$ cat src/rtl/wm_pkg.sv
// wm_pkg: constants and helpers shared by the watermark insertion and
// extraction paths.
package wm_pkg;

    localparam int PIX_W  = 8;
    localparam int DIFF_W = 9;

    localparam logic [1:0] WM_SYM_NONE = 2'b00;
    localparam logic [1:0] WM_SYM_A    = 2'b01;
    localparam logic [1:0] WM_SYM_B    = 2'b10;

    // Residual classification: a positive excursion beyond th is symbol A,
    // a negative one is symbol B, anything inside the band is unmarked.
    function automatic logic [1:0] wm_classify(input logic [DIFF_W-1:0] diff, input int th);
        int d;
        d = {{(32-DIFF_W){diff[DIFF_W-1]}}, diff};
        if (d > th) begin
            return WM_SYM_A;
        end else if (d < -th) begin
            return WM_SYM_B;
        end
        return WM_SYM_NONE;
    endfunction

endpackage

$ cat src/rtl/wm_predict.sv
// wm_predict: two-stage centre-pixel predictor. Stage 1 sums neighbours 2
// and 4; stage 2 averages that with neighbour 3 (truncating at each step).
// Both stages hold while en is low.
module wm_predict
    import wm_pkg::*;
(
    input  logic             clk,
    input  logic             rst_n,
    input  logic             en,
    input  logic             in_valid,
    input  logic             in_last,
    input  logic [PIX_W-1:0] pix_c,
    input  logic [PIX_W-1:0] pix_n2,
    input  logic [PIX_W-1:0] pix_n3,
    input  logic [PIX_W-1:0] pix_n4,
    output logic             out_valid,
    output logic             out_last,
    output logic [PIX_W-1:0] out_pix_c,
    output logic [PIX_W-1:0] out_pred
);

    logic             v1_q, v1_d;
    logic             last1_q, last1_d;
    logic [PIX_W:0]   sum_q, sum_d;
    logic [PIX_W-1:0] c1_q, c1_d;
    logic [PIX_W-1:0] n3_q, n3_d;
    logic             v2_q, v2_d;
    logic             last2_q, last2_d;
    logic [PIX_W-1:0] c2_q, c2_d;
    logic [PIX_W-1:0] pred_q, pred_d;
    logic [PIX_W-1:0] avg;
    logic [PIX_W:0]   pred_sum;

    // Next-state for both stages; data only moves with a valid token.
    always_comb begin
        v1_d    = v1_q;
        last1_d = last1_q;
        sum_d   = sum_q;
        c1_d    = c1_q;
        n3_d    = n3_q;
        v2_d    = v2_q;
        last2_d = last2_q;
        c2_d    = c2_q;
        pred_d  = pred_q;
        avg      = PIX_W'(sum_q >> 1);
        pred_sum = {1'b0, n3_q} + {1'b0, avg};
        if (en) begin
            v1_d = in_valid;
            if (in_valid) begin
                sum_d   = {1'b0, pix_n2} + {1'b0, pix_n4};
                c1_d    = pix_c;
                n3_d    = pix_n3;
                last1_d = in_last;
            end
            v2_d = v1_q;
            if (v1_q) begin
                pred_d  = PIX_W'(pred_sum >> 1);
                c2_d    = c1_q;
                last2_d = last1_q;
            end
        end
    end

    // Stage registers.
    always_ff @(posedge clk or negedge rst_n) begin
        if (!rst_n) begin
            v1_q    <= 1'b0;
            last1_q <= 1'b0;
            sum_q   <= '0;
            c1_q    <= '0;
            n3_q    <= '0;
            v2_q    <= 1'b0;
            last2_q <= 1'b0;
            c2_q    <= '0;
            pred_q  <= '0;
        end else begin
            v1_q    <= v1_d;
            last1_q <= last1_d;
            sum_q   <= sum_d;
            c1_q    <= c1_d;
            n3_q    <= n3_d;
            v2_q    <= v2_d;
            last2_q <= last2_d;
            c2_q    <= c2_d;
            pred_q  <= pred_d;
        end
    end

    assign out_valid = v2_q;
    assign out_last  = last2_q;
    assign out_pix_c = c2_q;
    assign out_pred  = pred_q;

endmodule

$ cat src/rtl/wm_extractor.sv
// wm_extractor: blind watermark extraction. Predicts each centre pixel from
// its neighbours, classifies the residual into a 2-bit symbol and packs four
// symbols per output byte (symbol 0 in bits [1:0]).
// Optional WM_EXTRACT_STATS_EN adds saturating stat_mark/stat_total counters.
module wm_extractor
    import wm_pkg::*;
#(
    parameter int TH           = 8,
    parameter int SYM_PER_BYTE = 4
) (
    input  logic             clk,
    input  logic             rst_n,
    input  logic             in_valid,
    output logic             in_ready,
    input  logic             in_last,
    input  logic [PIX_W-1:0] pix_c,
    input  logic [PIX_W-1:0] pix_n2,
    input  logic [PIX_W-1:0] pix_n3,
    input  logic [PIX_W-1:0] pix_n4,
    output logic             out_valid,
    input  logic             out_ready,
    output logic [7:0]       out_byte,
    output logic [2:0]       out_count,
    output logic             out_last
`ifdef WM_EXTRACT_STATS_EN
    ,
    output logic [15:0]      stat_mark,
    output logic [15:0]      stat_total
`endif
);

    if (SYM_PER_BYTE != 4) begin : g_bad_cfg
        $error("wm_extractor: SYM_PER_BYTE must be 4");
    end

    logic             stall, adv, hs;
    logic             s2_valid, s2_last;
    logic [PIX_W-1:0] s2_pix_c, s2_pred;
    logic [DIFF_W-1:0] diff;
    logic [1:0]       sym;
    logic [7:0]       merged;

    logic             rdy_q, rdy_d;
    logic             v3_q, v3_d;
    logic [1:0]       sym3_q, sym3_d;
    logic             last3_q, last3_d;
    logic [1:0]       idx_q, idx_d;
    logic [5:0]       pack_q, pack_d;
    logic             out_valid_q, out_valid_d;
    logic [7:0]       out_byte_q, out_byte_d;
    logic [2:0]       out_count_q, out_count_d;
    logic             out_last_q, out_last_d;

    assign stall    = out_valid_q & ~out_ready;
    assign adv      = ~stall;
    assign in_ready = rdy_q & ~stall;
    assign hs       = in_valid & in_ready;

    wm_predict u_predict (
        .clk       (clk),
        .rst_n     (rst_n),
        .en        (adv),
        .in_valid  (hs),
        .in_last   (in_last),
        .pix_c     (pix_c),
        .pix_n2    (pix_n2),
        .pix_n3    (pix_n3),
        .pix_n4    (pix_n4),
        .out_valid (s2_valid),
        .out_last  (s2_last),
        .out_pix_c (s2_pix_c),
        .out_pred  (s2_pred)
    );

    // S3: residual and classification.
    always_comb begin
        diff    = {1'b0, s2_pix_c} - {1'b0, s2_pred};
        sym     = wm_classify(diff, TH);
        v3_d    = v3_q;
        sym3_d  = sym3_q;
        last3_d = last3_q;
        if (adv) begin
            v3_d = s2_valid;
            if (s2_valid) begin
                sym3_d  = sym;
                last3_d = s2_last;
            end
        end
    end

    // Packer: accumulate into slot idx, flush on the fourth symbol or on last.
    // Retiring the held byte and loading a new one can share one edge.
    always_comb begin
        rdy_d       = 1'b1;
        idx_d       = idx_q;
        pack_d      = pack_q;
        out_valid_d = out_valid_q;
        out_byte_d  = out_byte_q;
        out_count_d = out_count_q;
        out_last_d  = out_last_q;
        merged      = {2'b00, pack_q} | ({6'b0, sym3_q} << {idx_q, 1'b0});
        if (adv) begin
            if (out_valid_q) begin
                out_valid_d = 1'b0;
            end
            if (v3_q) begin
                if (idx_q == 2'd3 || last3_q) begin
                    out_valid_d = 1'b1;
                    out_byte_d  = merged;
                    out_count_d = {1'b0, idx_q} + 3'd1;
                    out_last_d  = last3_q;
                    idx_d       = '0;
                    pack_d      = '0;
                end else begin
                    pack_d = merged[5:0];
                    idx_d  = idx_q + 2'd1;
                end
            end
        end
    end

    // S3 and packer registers.
    always_ff @(posedge clk or negedge rst_n) begin
        if (!rst_n) begin
            rdy_q       <= 1'b0;
            v3_q        <= 1'b0;
            sym3_q      <= '0;
            last3_q     <= 1'b0;
            idx_q       <= '0;
            pack_q      <= '0;
            out_valid_q <= 1'b0;
            out_byte_q  <= '0;
            out_count_q <= '0;
            out_last_q  <= 1'b0;
        end else begin
            rdy_q       <= rdy_d;
            v3_q        <= v3_d;
            sym3_q      <= sym3_d;
            last3_q     <= last3_d;
            idx_q       <= idx_d;
            pack_q      <= pack_d;
            out_valid_q <= out_valid_d;
            out_byte_q  <= out_byte_d;
            out_count_q <= out_count_d;
            out_last_q  <= out_last_d;
        end
    end

    assign out_valid = out_valid_q;
    assign out_byte  = out_byte_q;
    assign out_count = out_count_q;
    assign out_last  = out_last_q;

`ifdef WM_EXTRACT_STATS_EN
    logic [15:0] mark_q, mark_d;
    logic [15:0] total_q, total_d;

    // Saturating symbol statistics; restart from zero once a frame retires.
    always_comb begin
        mark_d  = mark_q;
        total_d = total_q;
        if (out_valid_q & out_ready & out_last_q) begin
            mark_d  = '0;
            total_d = '0;
        end
        if (adv & v3_q) begin
            if (total_d != '1) begin
                total_d = total_d + 16'd1;
            end
            if (sym3_q != WM_SYM_NONE && mark_d != '1) begin
                mark_d = mark_d + 16'd1;
            end
        end
    end

    // Statistics registers.
    always_ff @(posedge clk or negedge rst_n) begin
        if (!rst_n) begin
            mark_q  <= '0;
            total_q <= '0;
        end else begin
            mark_q  <= mark_d;
            total_q <= total_d;
        end
    end

    assign stat_mark  = mark_q;
    assign stat_total = total_q;
`endif

endmodule

$ cat config.mk
export PLATFORM = sky130hd
export DESIGN_NAME = wm_extractor
export DESIGN_NICKNAME = d
export VERILOG_FILES = /design/src/rtl/wm_pkg.sv /design/src/rtl/wm_predict.sv /design/src/rtl/wm_extractor.sv
export SDC_FILE = /design/constraint.sdc
export NUM_CORES = 1
export LEC_CHECK = 0
export CAP_MARGIN = 20
export CORE_MARGIN = 1
export CORE_UTILIZATION = 50
export DETAILED_ROUTE_END_ITERATION = 6
export GPL_TIMING_DRIVEN = 1
export PLACE_DENSITY = 0.73
export SETUP_SLACK_MARGIN = 0.5
export SLEW_MARGIN = 15
export SYNTH_ARGS = -nofsm -noshare
export SYNTH_HDL_FRONTEND = slang
export SYNTH_HIERARCHICAL = 1
export SYNTH_SLANG_ARGS = --single-unit
$ cat constraint.sdc
create_clock -name clk -period 3.1 [get_ports clk]
set_clock_uncertainty 0.2 [all_clocks]
set_input_delay 0.775 -clock clk [delete_from_list [all_inputs] [get_ports clk]]
set_output_delay 0.775 -clock clk [all_outputs]
set_load 0.005 [all_outputs]
# Yosys cells after proc, flatten, opt, wreduce, memory -nomap -nowiden
# Cells that the tools add are included.
[op_classes]
eq_ne = 1
n_addsub = 5
bitwise = 6
mux = 9
n_shift = 1
n_reduce_logical = 6
magnitude_cmp = 2
[ops]
columns = ["op", "count"]
rows = [
  ["8-bit by 8-bit adder with 9-bit output", 2],
  ["9-bit by 5-bit greater-than comparator with 1-bit output, second input constant", 1],
  ["9-bit by 4-bit less-than comparator with 1-bit output, second input constant", 1],
  ["8-bit by 8-bit subtractor with 9-bit output", 1],
  ["2-bit two-way mux", 4],
  ["6-bit by 8-bit bitwise OR with 8-bit output", 1],
  ["2-bit AND reduction", 4],
  ["2-bit by 3-bit << shifter with 8-bit output", 1],
  ["6-bit two-way mux", 1],
  ["1-bit two-way mux", 4],
  ["2-bit by 1-bit adder with 3-bit output, second input constant", 1],
  ["1-bit AND", 3],
  ["3-bit AND reduction", 1],
  ["2-bit by 1-bit adder with 2-bit output, second input constant", 1],
  ["2-bit == test, second input constant", 1],
  ["1-bit inverter", 2],
  ["1-bit logical OR", 1],
]
[word_totals]
wordCells = 49
register_bits = 71

# Depth between registers and ports, before layout
# Gate-level depths: netlist (run 1).
[depth]
word_depth = 6
depth_mapped = 9
mapped_depth_nobuf = 9

# By module
# Netlist (run 1), hierarchy kept.
[modules_own_cells]
columns = ["module", "area_each_um2", "instances", "cells_each"]
rows = [
  ["wm_predict", 2293.4, 1, 194],
  ["wm_extractor", 1440.1, 1, 161],
]

# Least setup slack after synthesis (run 1)
# Ideal clock, no wire load.
[synth_timing]
path_kind = "in2reg"
startpoint = "in pix_n2[0]"
endpoint = "reg u_predict.sum_q[8]"
path_buffers = 0
stages = 6
setup_slack_ns = 0.777
t_arrival_ns = 2.004
path_cell_list = "and2_1 -> fa_1 -> a21oi_2 -> o21ai_1 -> o31a_1 -> o21a_1"
[synth_between]
elab_chain_len = 1
[synth_rtl]
columns = ["element", "line", "rtl"]
rows = [
  ["start, declared", "wm_extractor.sv:17", "input logic [PIX_W-1:0] pix_n2,"],
  ["8-bit by 8-bit adder with 9-bit output", "wm_predict.sv:50", "sum_d = {1'b0, pix_n2} + {1'b0, pix_n4};"],
  ["end signal, assigned", "wm_predict.sv:79", "sum_q <= sum_d;"],
  ["end, declared", "wm_predict.sv:24", "logic [PIX_W:0] sum_q, sum_d;"],
]
# No other way between the ends.
# A chain may end at the register's enable or synchronous reset.

# Final worst setup path (run 1)
[layout_timing]
startpoint = "in out_ready"
endpoint = "out in_ready"
[layout_between]
elab_chain_len = 4
[layout_rtl]
columns = ["element", "line", "rtl"]
rows = [
  ["start, declared", "wm_extractor.sv:21", "input logic out_ready,"],
  ["1-bit inverter", "wm_extractor.sv:54", "assign stall = out_valid_q & ~out_ready;"],
  ["1-bit AND", "wm_extractor.sv:54", ""],
  ["1-bit inverter (no source line)", "n/a", ""],
  ["1-bit AND", "wm_extractor.sv:56", "assign in_ready = rdy_q & ~stall;"],
  ["end, declared", "wm_extractor.sv:14", "output logic in_ready,"],
]
# No other way between the ends.

==> results of run 1 <==
power by group:
part           internal (W)  switching (W)  leakage (nW)
Sequential          0.00131       0.000265         0.856
Clock              0.000365       0.000331        0.0948
Combinational       0.00110        0.00117          1.07
kinds of logic after synthesis:
family / after synthesis / share of synthesized area, %
AO/OA/AOI/OAI: 84 / 15.72
multiplexers: 29 / 8.747
XOR/XNOR: 8 / 1.877
flip-flops: 70 / 46.92
AND/OR/NAND/NOR: 108 / 13.61
other: 1 / 0.1004
buffers and inverters: 29 / 3.720
adder cells (fa/ha/maj): 26 / 9.317
per-layer routing:
metal	share of wire (%)	GRT usage (%)	routed length [um]
met1	44	22.54	2915
met2	52	36.22	3425
met3	3.0	3.078	196
met4	1.5	9.677	102
met5	0	0	0
timing repair:
item / in CTS / in global routing
resized for setup: 5 / 2
endpoints found under the setup margin: 1 / 2
pin swaps: 0 / 1
final cells by class:
cell class	count	area [sq um]	share of cell area [%]
Tap cell	99	123.9	2.709
Timing Repair Buffer	57	580.6	12.70
Clock inverter	7	65.06	1.423
Inverter	19	71.32	1.560
Clock buffer	9	123.9	2.709
Sequential cell	70	1752	38.31
Multi-Input combinational cell	256	1856	40.59
stage by stage:
| stage | std cells | hold WS (ns) |
|---|---|---|
| global placement | 501 | 0.2518 |
| floorplan | 355 | 0.2485 |
| global route | 517 | 0.2870 |
| detailed placement | 501 | 0.2627 |
| finish | 517 | 0.2432 |
| CTS | 517 | 0.2578 |
sequential cells by signal, indices dropped and copies added, names as in the netlist:
register,cells
u_predict/out_valid,1
rdy_q,1
u_predict/out_pix_c,8
out_valid,1
u_predict/v1_q,1
v3_q,1
u_predict/c1_q,8
sym3_q,2
idx_q,2
last3_q,1
u_predict/sum_q,8
u_predict/n3_q,8
u_predict/out_last,1
out_count,3
out_last,1
out_byte,8
pack_q,6
u_predict/last1_q,1
u_predict/out_pred,8
critical path: cells and delay by family:
kind	cells	cell delay [ns]
buffers and inverters	2	0.52
and+or+nand+nor	2	0.28
placed cells by master, fill, tap and decap left out, drive strengths merged, types with 14 or more instances in the layout:
master / instances
inv: 19
nor2: 14
mux2: 29
nand2: 53
ha: 23
a21oi: 18
o21ai: 27
dfrtp: 70
clkdlybuf4s50: 48
path summary, 6_finish.rpt:
kind                                                     from                       endpoint  slack, ns  cells after the start
min reg2reg                           out_byte[1]$_DFFE_PN0P_        out_byte[1]$_DFFE_PN0P_       0.27                      2
min                                                     rst_n           idx_q[0]$_DFFE_PN0P_       0.24                      1
max reg2reg                u_predict/out_pix_c[0]$_DFFE_PN0P_          sym3_q[0]$_DFFE_PN0P_       0.76                      9
min in group clk                      out_byte[1]$_DFFE_PN0P_        out_byte[1]$_DFFE_PN0P_       0.27                      2
max in group asynchronous                               rst_n  u_predict/n3_q[3]$_DFFE_PN0P_       1.81                      2
max                                                 out_ready                       in_ready       0.55                      4
==> results.ini, run 1 <==
[run_status]
status = finished clean

[synthesis]
async_flop_share_pct = 100.0
ys_seq_area_share_pct = 46.92
synth_common_cells = 70 x dfrtp_1, 52 x nand2_1, 29 x mux2_2
syn-num-nets = 418
syn_inst = 355
ys_warn_count = 6
yosysTopAreaCell = dfrtp_1
ys.flop_type = dfrtp_1
synth_edf_count = 0
synth_top_area_share_pct = 46.92
yosys-top-cells-area = dfrtp_1 47%, mux2_2 8.7%, ha_1 7.7%, nand2_1 5.2%, o21ai_0 2.8%
synth_most_common_cell = dfrtp_1
syn_avg_cell_area_sq_um = 10.52
ys_ff_latch = 70
ys_types = 51
synth_area_sq_mm = 0.003734

[critical_path]
cp.required_ns = 2.12
critPathKind = in -> out
cp_slowest_cell = clkdlybuf4s50_1
arrival_ns = 1.58
cp-start-kind = primary input
path_max_fanout = 2
endpoint_kind = output pin
cp_cell_sequence = clkdlybuf4s50_1, nand2b_4, and2_1, buf_2
worst_path_largest_cell_delay_ns = 0.40

[cells_and_area]
area_growth_pct = 22.45
n_antenna_cell = 0
layout.nets = 476
fillCellCount = 606
final_area_sq_mm = 0.004572
postLayoutCoreUtil_pct = 63.03
final_layout_size_suffix_gt1_share_pct = 17.46

[clock_tree]
numCtsBuffers = 9
cts_root_buf = clkbuf_8
clock_sinks = 70
post_cts_buffers = 0
cts_tree = done
clk_pin_slew_ns = 0.07
cts-htree-levels = 3
holdBufCountCts = 0
clk_latency_ns = 0.35
cts_max_path_buffers = 2

[floorplan]
die_w_um = 88.41
die_area_sq_mm = 0.007816
rows = 31
start_util_pct = 51.47
die_h_um = 88.41
boundaryPins = 51
coreArea_sq_mm = 0.007253

[grt]
grt_pass1_vias = 2793
grt_pass1_wl_mm = 11.81
gr-usage-all-layers_pct = 19.83
grt-ovfl-total = 0
antenna_found_initial = 0
grt_start_max_net_pins = 31

[pwr]
power_w = 0.004542
p_per_area_mw_per_mm2 = 993.6
ir_worst_vdd_v = 0.0003092
p_leak_nw = 2.019

[routing]
drt-initial-drc-count = 93
wl_mm = 6.639
firstDrtPassIters = 4
postRouteAntennaNets = 0
drt-vias-per-instance = 5.296
vias = 2738
wire_per_inst_um = 12.84
drc = 0

[sta]
hold_violations = 0
min_period_ns = 2.553
fin_setup_tns_ns = 0
rsz0062_at_grt = no
setup_viol = 0
fin_ws_ns = 0.5473
max_freq_ghz = 0.3917
maxSlewHeadroom_pct = 56.71
post-route-period-util_pct = 82.35
slew_viol_final = 0
tightest_slew_ns = 0.6493

[placement]
place_area_sq_mm = 0.004375
portBuffers = 50
dp_hpwl_mm = 5.083
gp_congestion = 0.8177
place_ws_ns = 0.1676

[min_path]
hold_class = in -> async

[flow_run]
drv_cap = 0

Power figures use the tool's default switching activity.
==> run 2, diff against run 1 <==
PLACE_DENSITY = 0.76   (was 0.73)
clock period = 2.3 ns   (was 3.1 ns; I/O delays follow)
==> run 2 against run 1 <==
Effect of this change: global-route usage grew 3.1 points; non-clock buffer count grew 42; critical endpoint is now sym3_q[0]$_DFFE_PN0P_; clock power grew 31%; die area is the same; hold slack lost 0.20 ns; sequential share of layout area shrank 6.1 points; count of clock-buffer cells in the layout grew 4; final cell count grew 8.3%; utilization grew 12 points; register-to-register slack lost 0.66 ns.
==> results.ini, run 2 (synthesis results as in run 1) <==
[pwr]
p_leak_nw = 2.486
p_per_area_mw_per_mm2 = 1390
switching_share_pct = 40.62
seqPwrFrac_pct = 29.4
internal_power_w = 0.004487
p_sw_w = 0.003069
power_frac_clock_pct = 12.1
power_w = 0.007557
ir_worst_vdd_v = 0.0005990
power.share.combinational_pct = 58.5

[routing]
drt-vias-per-instance = 5.550
postRouteAntennaNets = 0
wire_per_inst_um = 16.93
wl_mm = 9.479
drc = 0
drt-initial-drc-count = 187
firstDrtPassIters = 7
vias = 3108

[critical_path]
startpoint = u_predict/out_pred[0]$_DFFE_PN0P_
worstReg2RegStart = u_predict/out_pred[0]$_DFFE_PN0P_
cp-start-kind = flop
reg2reg_slack_ns = 0.1
timing.rr.end = sym3_q[0]$_DFFE_PN0P_
endpoint_kind = flop
cp.required_ns = 2.35
critPathKind = reg -> reg
arrival_ns = 2.26
rr_worst_depth = 8
path_max_fanout = 3

[grt]
antenna_found_initial = 0
grt-ovfl-total = 0
met1_usage_pct = 27.67
grt_pass1_wl_mm = 13.70
grt_pass1_vias = 3024
gr-usage-all-layers_pct = 22.96
grt_use_met3_pct = 4.198
grt_use_met2_pct = 40.42
grt-busiest-layer = met2
grt_start_max_net_pins = 71

[clock_tree]
numCtsBuffers = 9
cts-htree-levels = 3
clock_sinks = 70
cts_max_path_buffers = 2
holdBufCountCts = 0
clk_pin_slew_ns = 0.08
clk_latency_ns = 0.35
cts_root_buf = clkbuf_8
cts_tree = done

[sta]
rsz0062_at_grt = yes
fin_setup_tns_ns = 0
slew_viol_final = 0
hold_violations = 0
min_period_ns = 2.203
holdWs_ns = 0.04390
fin_ws_ns = 0.09721
max_freq_ghz = 0.4540
setup_viol = 0
post-route-period-util_pct = 95.77

[floorplan]
coreArea_sq_mm = 0.007253
die_w_um = 88.41
rows = 31
die_h_um = 88.41
start_util_pct = 51.47
die_area_sq_mm = 0.007816
boundaryPins = 51

[placement]
place_ws_ns = -0.3060
gp_congestion = 0.8205
dp_hpwl_mm = 5.693
portBuffers = 50
place_area_sq_mm = 0.004627

[run_status]
status = finished clean

[cells_and_area]
final_area_sq_mm = 0.005435
final_layout_size_suffix_gt1_share_pct = 35.57
fillCellCount = 496
layout.nets = 519
final_cell_mix = 70 x dfrtp_1, 44 x nand2_1, 32 x buf_4
area_growth_pct = 45.58
final_common_cell = dfrtp_1
n_antenna_cell = 0

[min_path]
hold_class = in -> async

[flow_run]
drv_cap = 0

==> run 2: cell count changes in the layout (fill, tap and decap cells not counted), moves of 4 or more <==
cell and delta:
buf_4 +28, clkdlybuf4s50_1 -28, mux2_2 -23, mux2_4 +23
dlygate4sd2_1 +17, ha_1 -11, ha_4 +10, buf_6 +8
nand2_1 -7, clkdlybuf4s15_1 +5, a21oi_4 +4, and2_1 -4
and2_4 +4, nand2_2 +4
==> run 2: per-stage QoR <==
step	util [%]	instances
2_1_floorplan	-	355
3_3_place_gp	63.79	511
3_5_place_dp	63.79	511
4_1_cts	69.97	544
5_1_grt	74.94	560
6_report	74.94	560
==> run 2: final cells by class <==
type	count	area [sq um]	area share (%)
Timing Repair Buffer	99	984.7	18.12
Multi-Input combinational cell	257	2326	42.79
Inverter	19	71.32	1.312
Tap cell	99	123.9	2.279
Sequential cell	70	1752	32.23
Clock buffer	13	158.9	2.924
Clock inverter	3	18.77	0.3453
==> run 2: what timing repair did <==
item	CTS	global route
gates cloned	2	2
endpoints found under the setup margin	78	50
buffers inserted	15	14
pin swaps	16	18
gates resized for setup	78	50
==> run 2: power groups by stage <==
stage | clock network, W | registers, W | logic, W
2_1_floorplan | 0 | 0.00207 | 0.00252
3_3_place_gp | 0 | 0.00215 | 0.00318
3_5_place_dp | 0 | 0.00219 | 0.00331
4_1_cts | 0.000916 | 0.00216 | 0.00363
5_1_grt | 0.000992 | 0.00228 | 0.00475
6_report | 0.000915 | 0.00222 | 0.00442
==> run 2: critical path, cell delays in order, from the launching register on <==
cell and delay (ns):
dfrtp_1 0.42, ha_4 0.19, fa_2 0.34, nand2b_4 0.17
a21oi_2 0.15, a211oi_2 0.06, xnor2_1 0.22, nor3_1 0.09
a311oi_1 0.26
==> run 2: how the worst max path moves through the flow <==
| stage | to | slack, ns | cells past startpoint |
|---|---|---|---|
| 6_report | sym3_q[0]$_DFFE_PN0P_ | 0.1 | 8 |
| 5_1_grt | sym3_q[1]$_DFFE_PN0P_ | 0.04 | 8 |
| 4_1_cts | sym3_q[0]$_DFFE_PN0P_ | 0.11 | 8 |
| 3_5_place_dp | u_predict/sum_q[8]$_DFFE_PN0P_ | -0.31 | 7 |
| 3_3_place_gp | u_predict/sum_q[8]$_DFFE_PN0P_ | -0.27 | 7 |
| 2_1_floorplan | u_predict/sum_q[8]$_DFFE_PN0P_ | 0.23 | 6 |
==> run 2: routing by layer <==
layer  wire length, um  share of wire [%]  vias up
li1                  -                  -     1472
met1              3929                 41     1522
met2              4899                 52       90
met3               393                4.1       24
met4               257                2.7        0
met5                 0                  0        -
==> run 3, diff against run 2 <==
CTS_BUF_LIST = sky130_fd_sc_hd__clkbuf_8   (was unset)
==> run 3 against run 2 <==
Effect of this change: global-route usage unchanged; hold slack improved by 0.00089 ns; design area unchanged; via count about the same; clock power decreased by 1%; sequential share of layout area unchanged; combinational power about the same; final cell count unchanged; sequential power about the same; power decreased by 0.24%; flip-flop and latch count unchanged; count of clock-buffer cells in the layout decreased by 2; critical endpoint unchanged; largest cell class unchanged; largest power group unchanged; highest routed layer unchanged.
==> results.ini, run 3 (synthesis results as in run 1) <==
[run_status]
status = finished clean

[sta]
min_period_ns = 2.192
setup_viol = 0
holdWs_ns = 0.04480
slew_viol_final = 0
hold_violations = 0
post-route-period-util_pct = 95.30
max_freq_ghz = 0.4562
fin_setup_tns_ns = 0
rsz0062_at_grt = yes

[cells_and_area]
layout.nets = 519
final_area_sq_mm = 0.005435
final_common_cell = dfrtp_1
n_antenna_cell = 0
final_cell_mix = 70 x dfrtp_1, 44 x nand2_1, 32 x buf_4
area_growth_pct = 45.58
fillCellCount = 496
seq_area_sq_mm = 0.001752
final_layout_size_suffix_gt1_share_pct = 35.57
multi_input_area_sq_mm = 0.002326
postLayoutCoreUtil_pct = 74.94

[routing]
firstDrtPassIters = 4
postRouteAntennaNets = 0
route.met3.wl_um = 370
drc = 0
drt-vias-per-instance = 5.546
routed.top_layer = met4
drt-met1-wl_mm = 3.908
vias = 3106
wire_per_inst_um = 16.79
drt-initial-drc-count = 189
met2WireLength_mm = 4.872
wl_mm = 9.404

[clock_tree]
clock_sinks = 70
cts_root_buf = clkbuf_8
clk_latency_ns = 0.35
holdBufCountCts = 0
cts-htree-levels = 3
clk_pin_slew_ns = 0.08
cts_max_path_buffers = 2
cts_tree = done
numCtsBuffers = 9

[grt]
grt_start_max_net_pins = 71
antenna_found_initial = 0
grt-ovfl-total = 0
grt_pass1_wl_mm = 13.70
gr-usage-all-layers_pct = 22.96
grt_pass1_vias = 3024

[critical_path]
crit_family = adder cells
critPathKind = reg -> reg
endpoint_kind = flop
cp_cell_sequence = ha_4, fa_2, nand2b_4, a21oi_2, a211oi_2, xnor2_1, nor3_1, a311oi_1
worst_path_largest_cell_delay_ns = 0.42
arrival_ns = 2.24
cp_slowest_cell = dfrtp_1
cp.required_ns = 2.35
cp-start-kind = flop
path_buf_inv = 0
reg2reg_slack_ns = 0.11
path_max_fanout = 3

[floorplan]
rows = 31
die_h_um = 88.41
die_w_um = 88.41
start_util_pct = 51.47
die_area_sq_mm = 0.007816
boundaryPins = 51
coreArea_sq_mm = 0.007253

[pwr]
p_leak_nw = 2.495
ir_worst_vdd_v = 0.0005934
power_w = 0.007539
p_per_area_mw_per_mm2 = 1387

[placement]
gp_congestion = 0.8205
place_area_sq_mm = 0.004627
portBuffers = 50
dp_hpwl_mm = 5.693

[min_path]
hold_class = in -> async

[flow_run]
drv_cap = 0

-- run 3: cell count changes in the layout (fill, tap and decap cells not counted) --
| cell | previous run | this run |
|---|---|---|
| clkbuf_1 | 2 | 0 |
| inv_1 | 19 | 21 |
-- run 3: repair_timing --
item                                    in CTS  in global routing
cloned                                       2                  2
setup buffers                               15                 14
gates resized for setup                     78                 50
endpoints found under the setup margin      78                 50
pin swaps                                   16                 18
-- run 3: worst reg2reg max path: stages (launching register included) --
cell and delay (ns):
dfrtp_1 0.42, ha_4 0.19, fa_2 0.34, nand2b_4 0.17, a21oi_2 0.15, a211oi_2 0.06, xnor2_1 0.21, nor3_1 0.09
a311oi_1 0.26
-- run 3: cell type report --
class / instances / share of cell area [%]
Clock inverter: 5 / 0.4834
Inverter: 19 / 1.312
Multi-Input combinational cell: 257 / 42.79
Timing Repair Buffer: 99 / 18.12
Clock buffer: 11 / 2.785
Tap cell: 99 / 2.279
Sequential cell: 70 / 32.23
-- run 3: worst paths after layout --
path,from,endpoint,depth (start not counted)
min in group clk,out_byte[0]$_DFFE_PN0P_,out_byte[0]$_DFFE_PN0P_,2
max in group asynchronous,rst_n,u_predict/out_pred[3]$_DFFE_PN0P_,2
min,rst_n,u_predict/sum_q[3]$_DFFE_PN0P_,2
max,u_predict/out_pred[0]$_DFFE_PN0P_,sym3_q[0]$_DFFE_PN0P_,8
min reg2reg,out_byte[0]$_DFFE_PN0P_,out_byte[0]$_DFFE_PN0P_,2
max reg2reg,u_predict/out_pred[0]$_DFFE_PN0P_,sym3_q[0]$_DFFE_PN0P_,8
-- run 3: routing by layer --
metal | GRT usage (%) | up-vias
li1 | - | 1471
met1 | 27.67 | 1529
met2 | 40.42 | 83
met3 | 4.198 | 23
met4 | 9.531 | 0
met5 | 0 | -
-- run 3: report_power, final --
group / switching [W] / leakage (nW) / internal (W)
clock network: 0.000465 / 0.102 / 0.000441
logic: 0.00214 / 1.54 / 0.00227
registers: 0.000453 / 0.856 / 0.00177
-- run 3: per-stage QoR --
step / setup slack [ns] / instances
2_1_floorplan: 0.2349 / 355
4_1_cts: 0.1046 / 544
5_1_grt: 0.03928 / 560
3_3_place_gp: -0.2656 / 511
3_5_place_dp: -0.3060 / 511
6_report: 0.1081 / 560
